`src/rtl/branch_prediction_unit.sv`:
```
`default_nettype none
// ============================================================================
//  Module      : branch_prediction_unit
//  Description : Direct-mapped BTB with 2-bit counters, I->R->C prediction
//                tracking, C-stage training and prediction statistics.
//  Revision    : 1.0 - initial release
// ============================================================================
`ifndef BIT_COUNT
`define BIT_COUNT 32
`endif

module branch_prediction_unit #(
    parameter int XLEN    = `BIT_COUNT,
    parameter int ENTRIES = 16,
    parameter int IDX_W   = $clog2(ENTRIES)
) (
    input  logic            clk,
    input  logic            reset,
    input  logic [XLEN-1:0] PC_I,
    output logic            Predict,
    output logic [XLEN-1:0] Prediction,
    input  logic            StallIR,
    input  logic            StallRC,
    input  logic            FlushIR,
    input  logic            FlushRC,
    input  logic            Jump_R,
    input  logic [XLEN-1:0] PCpImm_R,
    output logic            PredictionCorrect_R,
    input  logic            ResolveValid_C,
    input  logic            ResolvedTaken_C,
    input  logic [XLEN-1:0] ResolvedTarget_C,
    output logic            PredictionCorrect_C,
    output logic [31:0]     PredCount,
    output logic [31:0]     MispredCount
);

    localparam int c_TAG_W = XLEN - IDX_W - 2;

    logic               r_valid  [ENTRIES];
    logic [c_TAG_W-1:0] r_tag    [ENTRIES];
    logic [XLEN-1:1]    r_target [ENTRIES];
    logic [1:0]         r_ctr    [ENTRIES];

    logic            r_pred_taken_r, r_pred_taken_c;
    logic [XLEN-1:0] r_pred_target_r, r_pred_target_c;
    logic [XLEN-1:0] r_pc_r, r_pc_c;
    logic [31:0]     r_pred_count, r_mispred_count;

    logic [IDX_W-1:0]   w_idx_i, w_idx_c;
    logic [c_TAG_W-1:0] w_tag_c;
    logic               w_hit_i, w_hit_c;
    logic               w_unused_bits;

    // Lookup sees the pre-training contents when I and C share an index.
    assign w_idx_i    = PC_I[IDX_W+1:2];
    assign w_hit_i    = r_valid[w_idx_i] && (r_tag[w_idx_i] == PC_I[XLEN-1:IDX_W+2]);
    assign Predict    = w_hit_i && r_ctr[w_idx_i][1];
    assign Prediction = Predict ? {r_target[w_idx_i], 1'b0} : '0;

    assign w_idx_c = r_pc_c[IDX_W+1:2];
    assign w_tag_c = r_pc_c[XLEN-1:IDX_W+2];
    assign w_hit_c = r_valid[w_idx_c] && (r_tag[w_idx_c] == w_tag_c);

    assign PredictionCorrect_R = r_pred_taken_r && Jump_R &&
                                 (r_pred_target_r == {PCpImm_R[XLEN-1:1], 1'b0});

    always_comb begin
        PredictionCorrect_C = 1'b0;
        if (ResolveValid_C) begin
            if (ResolvedTaken_C)
                PredictionCorrect_C = r_pred_taken_c &&
                    (r_pred_target_c == {ResolvedTarget_C[XLEN-1:1], 1'b0});
            else
                PredictionCorrect_C = !r_pred_taken_c;
        end
    end

    always_ff @(posedge clk) begin
        if (reset) begin
            for (int i = 0; i < ENTRIES; i++) begin
                r_valid[i]  <= 1'b0;
                r_tag[i]    <= '0;
                r_target[i] <= '0;
                r_ctr[i]    <= 2'b01;
            end
        end else if (ResolveValid_C) begin
            if (w_hit_c) begin
                if (ResolvedTaken_C) begin
                    if (r_ctr[w_idx_c] != 2'b11)
                        r_ctr[w_idx_c] <= r_ctr[w_idx_c] + 2'b01;
                    r_target[w_idx_c] <= ResolvedTarget_C[XLEN-1:1];
                end else if (r_ctr[w_idx_c] != 2'b00) begin
                    r_ctr[w_idx_c] <= r_ctr[w_idx_c] - 2'b01;
                end
            end else if (ResolvedTaken_C) begin
                r_valid[w_idx_c]  <= 1'b1;
                r_tag[w_idx_c]    <= w_tag_c;
                r_target[w_idx_c] <= ResolvedTarget_C[XLEN-1:1];
                r_ctr[w_idx_c]    <= 2'b10;
            end
        end
    end

    // A flush only kills the prediction flag; target/PC may be left stale.
    always_ff @(posedge clk) begin
        if (reset) begin
            r_pred_taken_r  <= 1'b0;
            r_pred_target_r <= '0;
            r_pc_r          <= '0;
        end else if (FlushIR) begin
            r_pred_taken_r  <= 1'b0;
        end else if (!StallIR) begin
            r_pred_taken_r  <= Predict;
            r_pred_target_r <= Prediction;
            r_pc_r          <= PC_I;
        end
    end

    always_ff @(posedge clk) begin
        if (reset) begin
            r_pred_taken_c  <= 1'b0;
            r_pred_target_c <= '0;
            r_pc_c          <= '0;
        end else if (FlushRC) begin
            r_pred_taken_c  <= 1'b0;
        end else if (!StallRC) begin
            r_pred_taken_c  <= r_pred_taken_r;
            r_pred_target_c <= r_pred_target_r;
            r_pc_c          <= r_pc_r;
        end
    end

    always_ff @(posedge clk) begin
        if (reset) begin
            r_pred_count    <= '0;
            r_mispred_count <= '0;
        end else if (ResolveValid_C) begin
            if (r_pred_count != 32'hFFFF_FFFF)
                r_pred_count <= r_pred_count + 32'd1;
            if (!PredictionCorrect_C && (r_mispred_count != 32'hFFFF_FFFF))
                r_mispred_count <= r_mispred_count + 32'd1;
        end
    end

    assign PredCount    = r_pred_count;
    assign MispredCount = r_mispred_count;

    // Byte-offset bits never participate in indexing or target compare.
    assign w_unused_bits = &{1'b0, PC_I[1:0], PCpImm_R[0], ResolvedTarget_C[0], r_pc_c[1:0]};

endmodule

`default_nettype wire
```
`config.mk`:
```
export PLATFORM = sky130hd
export DESIGN_NAME = branch_prediction_unit
export DESIGN_NICKNAME = d
export VERILOG_FILES = /design/src/rtl/branch_prediction_unit.sv
export SDC_FILE = /design/constraint.sdc
export NUM_CORES = 2
export LEC_CHECK = 0
export CAP_MARGIN = 25
export CORE_UTILIZATION = 30
export CTS_BUF_LIST = sky130_fd_sc_hd__clkbuf_8
export CTS_CLUSTER_SIZE = 25
export DETAILED_ROUTE_END_ITERATION = 7
export GPL_ROUTABILITY_DRIVEN = 0
export GPL_TIMING_DRIVEN = 1
export PLACE_DENSITY_LB_ADDON = 0.05
export RECOVER_POWER = 100
export SLEW_MARGIN = 20
export SYNTH_ARGS = -nofsm -noshare
export SYNTH_HDL_FRONTEND = slang
export SYNTH_SLANG_ARGS = --single-unit
```
`constraint.sdc`:
```
create_clock -name clk -period 5.21 [get_ports clk]
set_input_delay 1.042 -clock clk [delete_from_list [all_inputs] [get_ports clk]]
set_output_delay 1.042 -clock clk [all_outputs]
set_load 0.005 [all_outputs]
```
# Word-level counts from Yosys, hierarchy flattened
# Memory sizes are Yosys's and may differ from the RTL's. A register that Yosys moved wholly into a read port is not among the register bits.
# Index checks and enable logic that the tools add are counted.
[classes]
n_addsub = 4
eq_ne = 7
n_mux = 47
n_bitwise = 7
reduce_logical = 20
[op_table]
columns = ["cell", "count"]
rows = [
  ["$add 32x1->32 const B", 2],
  ["$eq 32x32->1", 2],
  ["$ne 32x32->1 const B", 2],
  ["$mux 31", 2],
  ["$eq 26x26->1", 2],
  ["$mux 4", 10],
  ["$mux 32", 1],
  ["$reduce_or 31->1", 1],
  ["$mux 1", 30],
  ["$mux 26", 1],
  ["$reduce_or 26->1", 1],
  ["$reduce_and 2->1", 4],
  ["$logic_and 1x1->1", 7],
  ["$mux 2", 3],
  ["$reduce_or 2->1", 3],
  ["$not 1->1", 4],
  ["$or 1x1->1", 3],
  ["$add 2x1->2 const B", 1],
  ["$logic_not 1->1", 2],
  ["$ne 2x2->1 const B", 1],
  ["$reduce_bool 2->1", 1],
  ["$sub 2x1->2 const B", 1],
  ["$reduce_or 1->1", 1],
]
[totals]
register_bits = 194
ramBits = 960
in_bits = 105
output_inout_bits = 99
elab_cells = 97
mem_count = 4
[mem_list]
columns = ["memory", "words", "word_bits", "read_ports", "rd_clocked_by_memory_dff", "wr", "line", "source"]
rows = [
  ["r_target", 16, 31, 1, 0, 16, "41", "logic [XLEN-1:1] r_target [ENTRIES];"],
  ["r_tag", 16, 26, 2, 1, 16, "40", "logic [c_TAG_W-1:0] r_tag [ENTRIES];"],
  ["r_ctr", 16, 2, 2, 1, 16, "42", "logic [1:0] r_ctr [ENTRIES];"],
  ["r_valid", 16, 1, 2, 1, 16, "39", "logic r_valid [ENTRIES];"],
]

# Longest topological paths before layout
[logic_depth]
ltp_word = 11
depth_mapped = 16
mapped_depth_nobuf = 10

# Worst setup path after synthesis
# OpenSTA, ideal clock, no wires.
[synth_timing]
path_kind = "input port to output port"
from = "in PC_I[2]"
to = "out Prediction[10]"
t_arrival_ns = 4.047
required_time_ns = 4.168
setup_slack_ns = 0.121
stages = 10
cell_sequence = "clkbuf_1 > buf_2 > buf_2 > buf_2 > clkbuf_1 > buf_2 > buf_2 > mux4_2 > mux4_2 > nor2b_1"
[synth_between]
elab_chain_cells = 5
elab_cells_between_ends = 8
[synth_rtl]
columns = ["item", "line", "source"]
rows = [
  ["from (decl)", "19", "input logic [XLEN-1:0] PC_I,"],
  ["$mem_v2 16x26", "n/a", ""],
  ["$eq 26x26->1", "56", "assign w_hit_i = r_valid[w_idx_i] && (r_tag[w_idx_i] == PC_I[XLEN-1:IDX_W+2]);"],
  ["$logic_and 1x1->1", "56", ""],
  ["$logic_and 1x1->1", "57", "assign Predict = w_hit_i && r_ctr[w_idx_i][1];"],
  ["$mux 32 *", "58", "assign Prediction = Predict ? {r_target[w_idx_i], 1'b0} : '0;"],
  ["to (decl)", "21", "output logic [XLEN-1:0] Prediction,"],
]
# Mark *: on every way between the ends. The rest lies on a longest branch, timed or not.

# Worst setup path after layout
[layout_timing]
from = "in PC_I[2]"
to = "out Prediction[7]"
# Same word-level chain as after synthesis.

==> impl_table.tex <==
\begin{tabular}{lr}
\hline
Metric & Value \\
\hline
\multicolumn{2}{l}{\textbf{Logic synthesis}} \\
Number of synthesized flops with an enable pin & approximately 940 \\
Post-synth design cell area & between 50,000 and 60,000 µm² \\
Flip-flop and latch count after synthesis & 1,152 \\
Most common flop cell mapped by yosys & sky130\_fd\_sc\_hd\_\_edfxtp\_1 \\
Synthesis warning total & 0 \\
Number of distinct library cell variants in the gate-level netlist after synthesis & between 60 and 70 \\
Mean post-synth cell area & 13.95 µm² \\
FFs w/ async S/R, synth & 0 \\
Area leader, netlist & sky130\_fd\_sc\_hd\_\_edfxtp\_1 \\
Sequential fraction of the synthesis area & 0.5801 \\
Net count of the mapped netlist & 4,125 \\
Proportion of netlist area held by the largest area contributor & 0.5058 \\
Leading post-synthesis cells by cell area & sky130\_fd\_sc\_hd\_\_edfxtp\_1 (51\%), sky130\_fd\_sc\_hd\_\_mux4\_2 (16\%), sky130\_fd\_sc\_hd\_\_dfxtp\_1 (7.4\%), sky130\_fd\_sc\_hd\_\_and2\_1 (5.8\%), sky130\_fd\_sc\_hd\_\_and3\_1 (4.8\%) \\
Post-synthesis cell count & 4,018 \\
\multicolumn{2}{l}{\textbf{Routing}} \\
First drt pass iteration count & 7 \\
Via total after detailed routing & 36,390 \\
Routed via count divided by cell count & 5.222 \\
Starting DRT DRC Count & between 3,000 and 4,000 \\
DRC & 0 \\
Average wire per cell in the routed design & 31.72 µm \\
ANT nets after route & 0 \\
Routed wire length & 221.0 mm \\
\multicolumn{2}{l}{\textbf{Final layout}} \\
Syn-to-layout area delta & 18.12\% \\
Count of placed standard cells in the final layout, fillers left out & 6,969 \\
Leading cell type in the layout, fill and taps excluded & sky130\_fd\_sc\_hd\_\_edfxtp\_1 \\
Commonest non-fill, non-tap cells in the layout & sky130\_fd\_sc\_hd\_\_edfxtp\_1 (944), sky130\_fd\_sc\_hd\_\_and3\_1 (431), sky130\_fd\_sc\_hd\_\_and2\_1 (418) \\
Post-route design area & 66,200 µm² \\
Layout cells sized above 1 & 0.2317 \\
Net total in the final layout & 4,400 \\
Fill cell total of the finished layout & 18,050 \\
\multicolumn{2}{l}{\textbf{STA}} \\
Max-slew headroom at the worst pin & -1.591 \\
Max-slew violation total from the final report & a little under 600 \\
Number of failing setup endpoints in the final timing report & 6 \\
TNS Setup & -0.05308 ns \\
Transition time at the pin with the least slew margin & approximately 3.9 ns \\
Post-route minimum period & 5.223 ns \\
Crit path setup slack, layout & -0.01275 ns \\
Worst Clk Skew & $\sim$0.047 ns \\
Final hold violations & 0 \\
Unrepaired setup endpoints after global routing & yes \\
Share of the clock period used by the worst path after layout & 1.002 \\
Fmax & around 0.19 GHz \\
\multicolumn{2}{l}{\textbf{Pwr}} \\
Largest voltage drop on the vdd net & between 0.15 and 0.2 mV \\
Leakage power & 24.97 nW \\
Total power per unit cell area & 309.8 nW/µm² \\
Total power & 0.02051 W \\
\multicolumn{2}{l}{\textbf{Worst hold path}} \\
Hold wc startpoint & r\_pc\_r[8] \\
Kind of path behind the tightest hold check & register to register \\
\multicolumn{2}{l}{\textbf{CTS}} \\
Root buf cell & sky130\_fd\_sc\_hd\_\_clkbuf\_8 \\
Clock tree buffer depth & 3 \\
Number of buffers added by the clock tree synthesis step & between 200 and 250 \\
Number of clock sinks seen by CTS & $\sim$1,200 \\
Clock transition at the register clock pins on the worst setup and hold paths after CTS & approximately 0.06 ns \\
TritonCTS clock tree & done \\
Worst skew pair latency & roughly 0.98 ns \\
Htree depth & 4 \\
\multicolumn{2}{l}{\textbf{Global routing}} \\
Via count of the first global-routing pass & 37,670 \\
Total congestion overflow after global routing & 0 \\
Global-route usage over all layers & 0.2336 \\
Antenna violations before repair & 21 \\
Global-route wire length before repair & $\sim$300 mm \\
Largest net degree at the start of global routing & roughly 160 \\
\multicolumn{2}{l}{\textbf{Setup path}} \\
Critical path launch point type & input port \\
CP Launch Point & PC\_I[2] \\
Category of the critical setup timing path & input port to primary output \\
Kind of end point of the critical path & primary output \\
Crit path required time & 4.17 ns \\
Maximum fanout encountered on the critical timing path & 8 \\
Worst path arrival time & 4.18 ns \\
\multicolumn{2}{l}{\textbf{Job}} \\
Max cap viols & 17 \\
\multicolumn{2}{l}{\textbf{Floorplanning}} \\
Initial Util & 0.3023 \\
Full die area & 188,600 µm² \\
Area of the core & 185,400 µm² \\
Boundary Pins & 204 \\
Die height & 434.2 µm \\
Die width & 434.2 µm \\
FP Rows & 158 \\
\multicolumn{2}{l}{\textbf{Placed design}} \\
Detailed-placement wirelength estimate & 120.4 mm \\
Cell Count Post-Placement & approximately 6,500 \\
Area after detailed placement & 62,140 µm² \\
Buffers on Ports & 198 \\
Pre-CTS WS & -0.5931 ns \\
\multicolumn{2}{l}{\textbf{Run status}} \\
Result of the run & finished with violations \\
Failing checks & capacitance limit, slew limit, setup timing \\
\hline
\end{tabular}
==> repair_timing <==
action | in CTS | in global routing
hold endpoints to repair | 0 | 0
pin swaps | 5 | 5
gates resized for setup | 159 | 17
setup endpoints to repair | 32 | 32
gates cloned | 4 | 4
hold buffers | 0 | 0
buffers inserted | 14 | 3
==> synth_stat cells, types with 3 or more instances <==
| library cell | n |
|---|---|
| sky130_fd_sc_hd__nor3_1 | 11 |
| sky130_fd_sc_hd__mux2_2 | 7 |
| sky130_fd_sc_hd__o211ai_1 | 3 |
| sky130_fd_sc_hd__and3_1 | 431 |
| sky130_fd_sc_hd__or2_2 | 8 |
| sky130_fd_sc_hd__nand2b_1 | 4 |
| sky130_fd_sc_hd__and2_1 | 522 |
| sky130_fd_sc_hd__a21o_1 | 19 |
| sky130_fd_sc_hd__xor2_1 | 86 |
| sky130_fd_sc_hd__or4_1 | 4 |
| sky130_fd_sc_hd__buf_2 | 31 |
| sky130_fd_sc_hd__o21ai_1 | 19 |
| sky130_fd_sc_hd__nand2_1 | 264 |
| sky130_fd_sc_hd__o21ai_0 | 27 |
| sky130_fd_sc_hd__edfxtp_1 | 944 |
| sky130_fd_sc_hd__xnor2_1 | 92 |
| sky130_fd_sc_hd__nor4_1 | 12 |
| sky130_fd_sc_hd__o21bai_1 | 16 |
| sky130_fd_sc_hd__nor2_1 | 108 |
| sky130_fd_sc_hd__nand3b_1 | 31 |
| sky130_fd_sc_hd__nand4b_1 | 4 |
| sky130_fd_sc_hd__mux4_2 | 399 |
| sky130_fd_sc_hd__nand3_1 | 37 |
| sky130_fd_sc_hd__mux2i_1 | 58 |
| sky130_fd_sc_hd__or2_1 | 10 |
| sky130_fd_sc_hd__buf_6 | 39 |
| sky130_fd_sc_hd__clkbuf_1 | 296 |
| sky130_fd_sc_hd__or4b_1 | 3 |
| sky130_fd_sc_hd__buf_4 | 6 |
| sky130_fd_sc_hd__inv_1 | 8 |
| sky130_fd_sc_hd__a221oi_1 | 6 |
| sky130_fd_sc_hd__a22oi_1 | 7 |
| sky130_fd_sc_hd__buf_1 | 28 |
| sky130_fd_sc_hd__nand4_1 | 46 |
| sky130_fd_sc_hd__a21oi_1 | 124 |
| sky130_fd_sc_hd__a31oi_1 | 3 |
| sky130_fd_sc_hd__dfxtp_1 | 208 |
| sky130_fd_sc_hd__and4_1 | 10 |
| sky130_fd_sc_hd__nor2b_1 | 47 |
==> report_power, final <==
part           leakage (nW)  total (W)  switching [W]  internal [W]
sequential             11.4     0.0103       0.000131        0.0102
clock                  2.39    0.00838        0.00419       0.00419
combinational          11.2    0.00178        0.00106      0.000716
total                  25.0     0.0205        0.00538        0.0151
==> cell families after synthesis <==
| family | Yosys count | share of synthesized area |
|---|---|---|
| compound gates | 252 | 0.02692 |
| simple gates | 1558 | 0.1585 |
| buf+inv | 410 | 0.03378 |
| other cells | 1 | 0.00006691 |
| flops | 1152 | 0.5801 |
| mux | 465 | 0.1724 |
| xor+xnor | 178 | 0.02782 |
| fa+ha+maj | 2 | 0.0004464 |
==> sequential cells by signal, summed over array words and instances (netlist names), named ones only <==
| name | count |
|---|---|
| r_pc_c | 30 |
| r_pred_target_r | 31 |
| r_pred_taken_r | 1 |
| r_pc_r | 30 |
| r_target | 496 |
| r_ctr | 32 |
| r_pred_taken_c | 1 |
| MispredCount | 32 |
| PredCount | 32 |
| r_valid | 16 |
| r_pred_target_c | 31 |
| r_tag | 416 |
==> routing by layer <==
| layer | vias up | GRT usage | share of wire |
|---|---|---|---|
| li1 | 15690 | - | - |
| met1 | 19190 | 0.3200 | 0.44 |
| met2 | 1216 | 0.3809 | 0.48 |
| met3 | 293 | 0.04097 | 0.059 |
| met4 | 2 | 0.05922 | 0.020 |
| met5 | - | 0 | 0.000059 |
==> layout make-up <==
cell class | instances | area, µm² | share of cell area
sequential | 1152 | 32520 | 0.4913
multi-input combinational | 2456 | 22030 | 0.3328
clock buffer | 232 | 3193 | 0.04823
tap | 2480 | 3103 | 0.04687
clock inverter | 168 | 788.3 | 0.01191
inverter | 10 | 37.54 | 0.0005670
antenna | 13 | 32.53 | 0.0004914
timing repair buffer | 458 | 4497 | 0.06792
==> final timing paths <==
check                  endpoint  slack, ns  depth (start not counted)
setup reg to reg    r_tag[8][6]       0.24                         12
hold reg to reg       r_pc_c[8]       0.44                          2
setup / recovery  Prediction[7]      -0.01                         14
hold / removal        r_pc_c[8]       0.44                          2
==> stage by stage <==
| stage | hold slack, ns | util |
|---|---|---|
| after CTS | 0.4440 | 0.3578 |
| after global placement | 0.4382 | 0.3351 |
| after global routing | 0.4579 | 0.3569 |
| final | 0.4352 | 0.3570 |
| after detailed placement | 0.4448 | 0.3351 |
| after floorplan | 0.4321 | - |
==> critical path, stage by stage <==
cell and delay (ns):
sky130_fd_sc_hd__buf_16 0.15, sky130_fd_sc_hd__buf_12 0.17, sky130_fd_sc_hd__buf_6 0.18, sky130_fd_sc_hd__mux4_2 0.53, sky130_fd_sc_hd__mux4_2 0.50, sky130_fd_sc_hd__xor2_1 0.19
sky130_fd_sc_hd__nor4_4 0.34, sky130_fd_sc_hd__buf_4 0.18, sky130_fd_sc_hd__nand4_1 0.11, sky130_fd_sc_hd__buf_6 0.18, sky130_fd_sc_hd__buf_12 0.15, sky130_fd_sc_hd__clkbuf_16 0.16
sky130_fd_sc_hd__nor2b_1 0.11, sky130_fd_sc_hd__buf_2 0.12
Note: power is estimated with default switching activity, not from simulation.
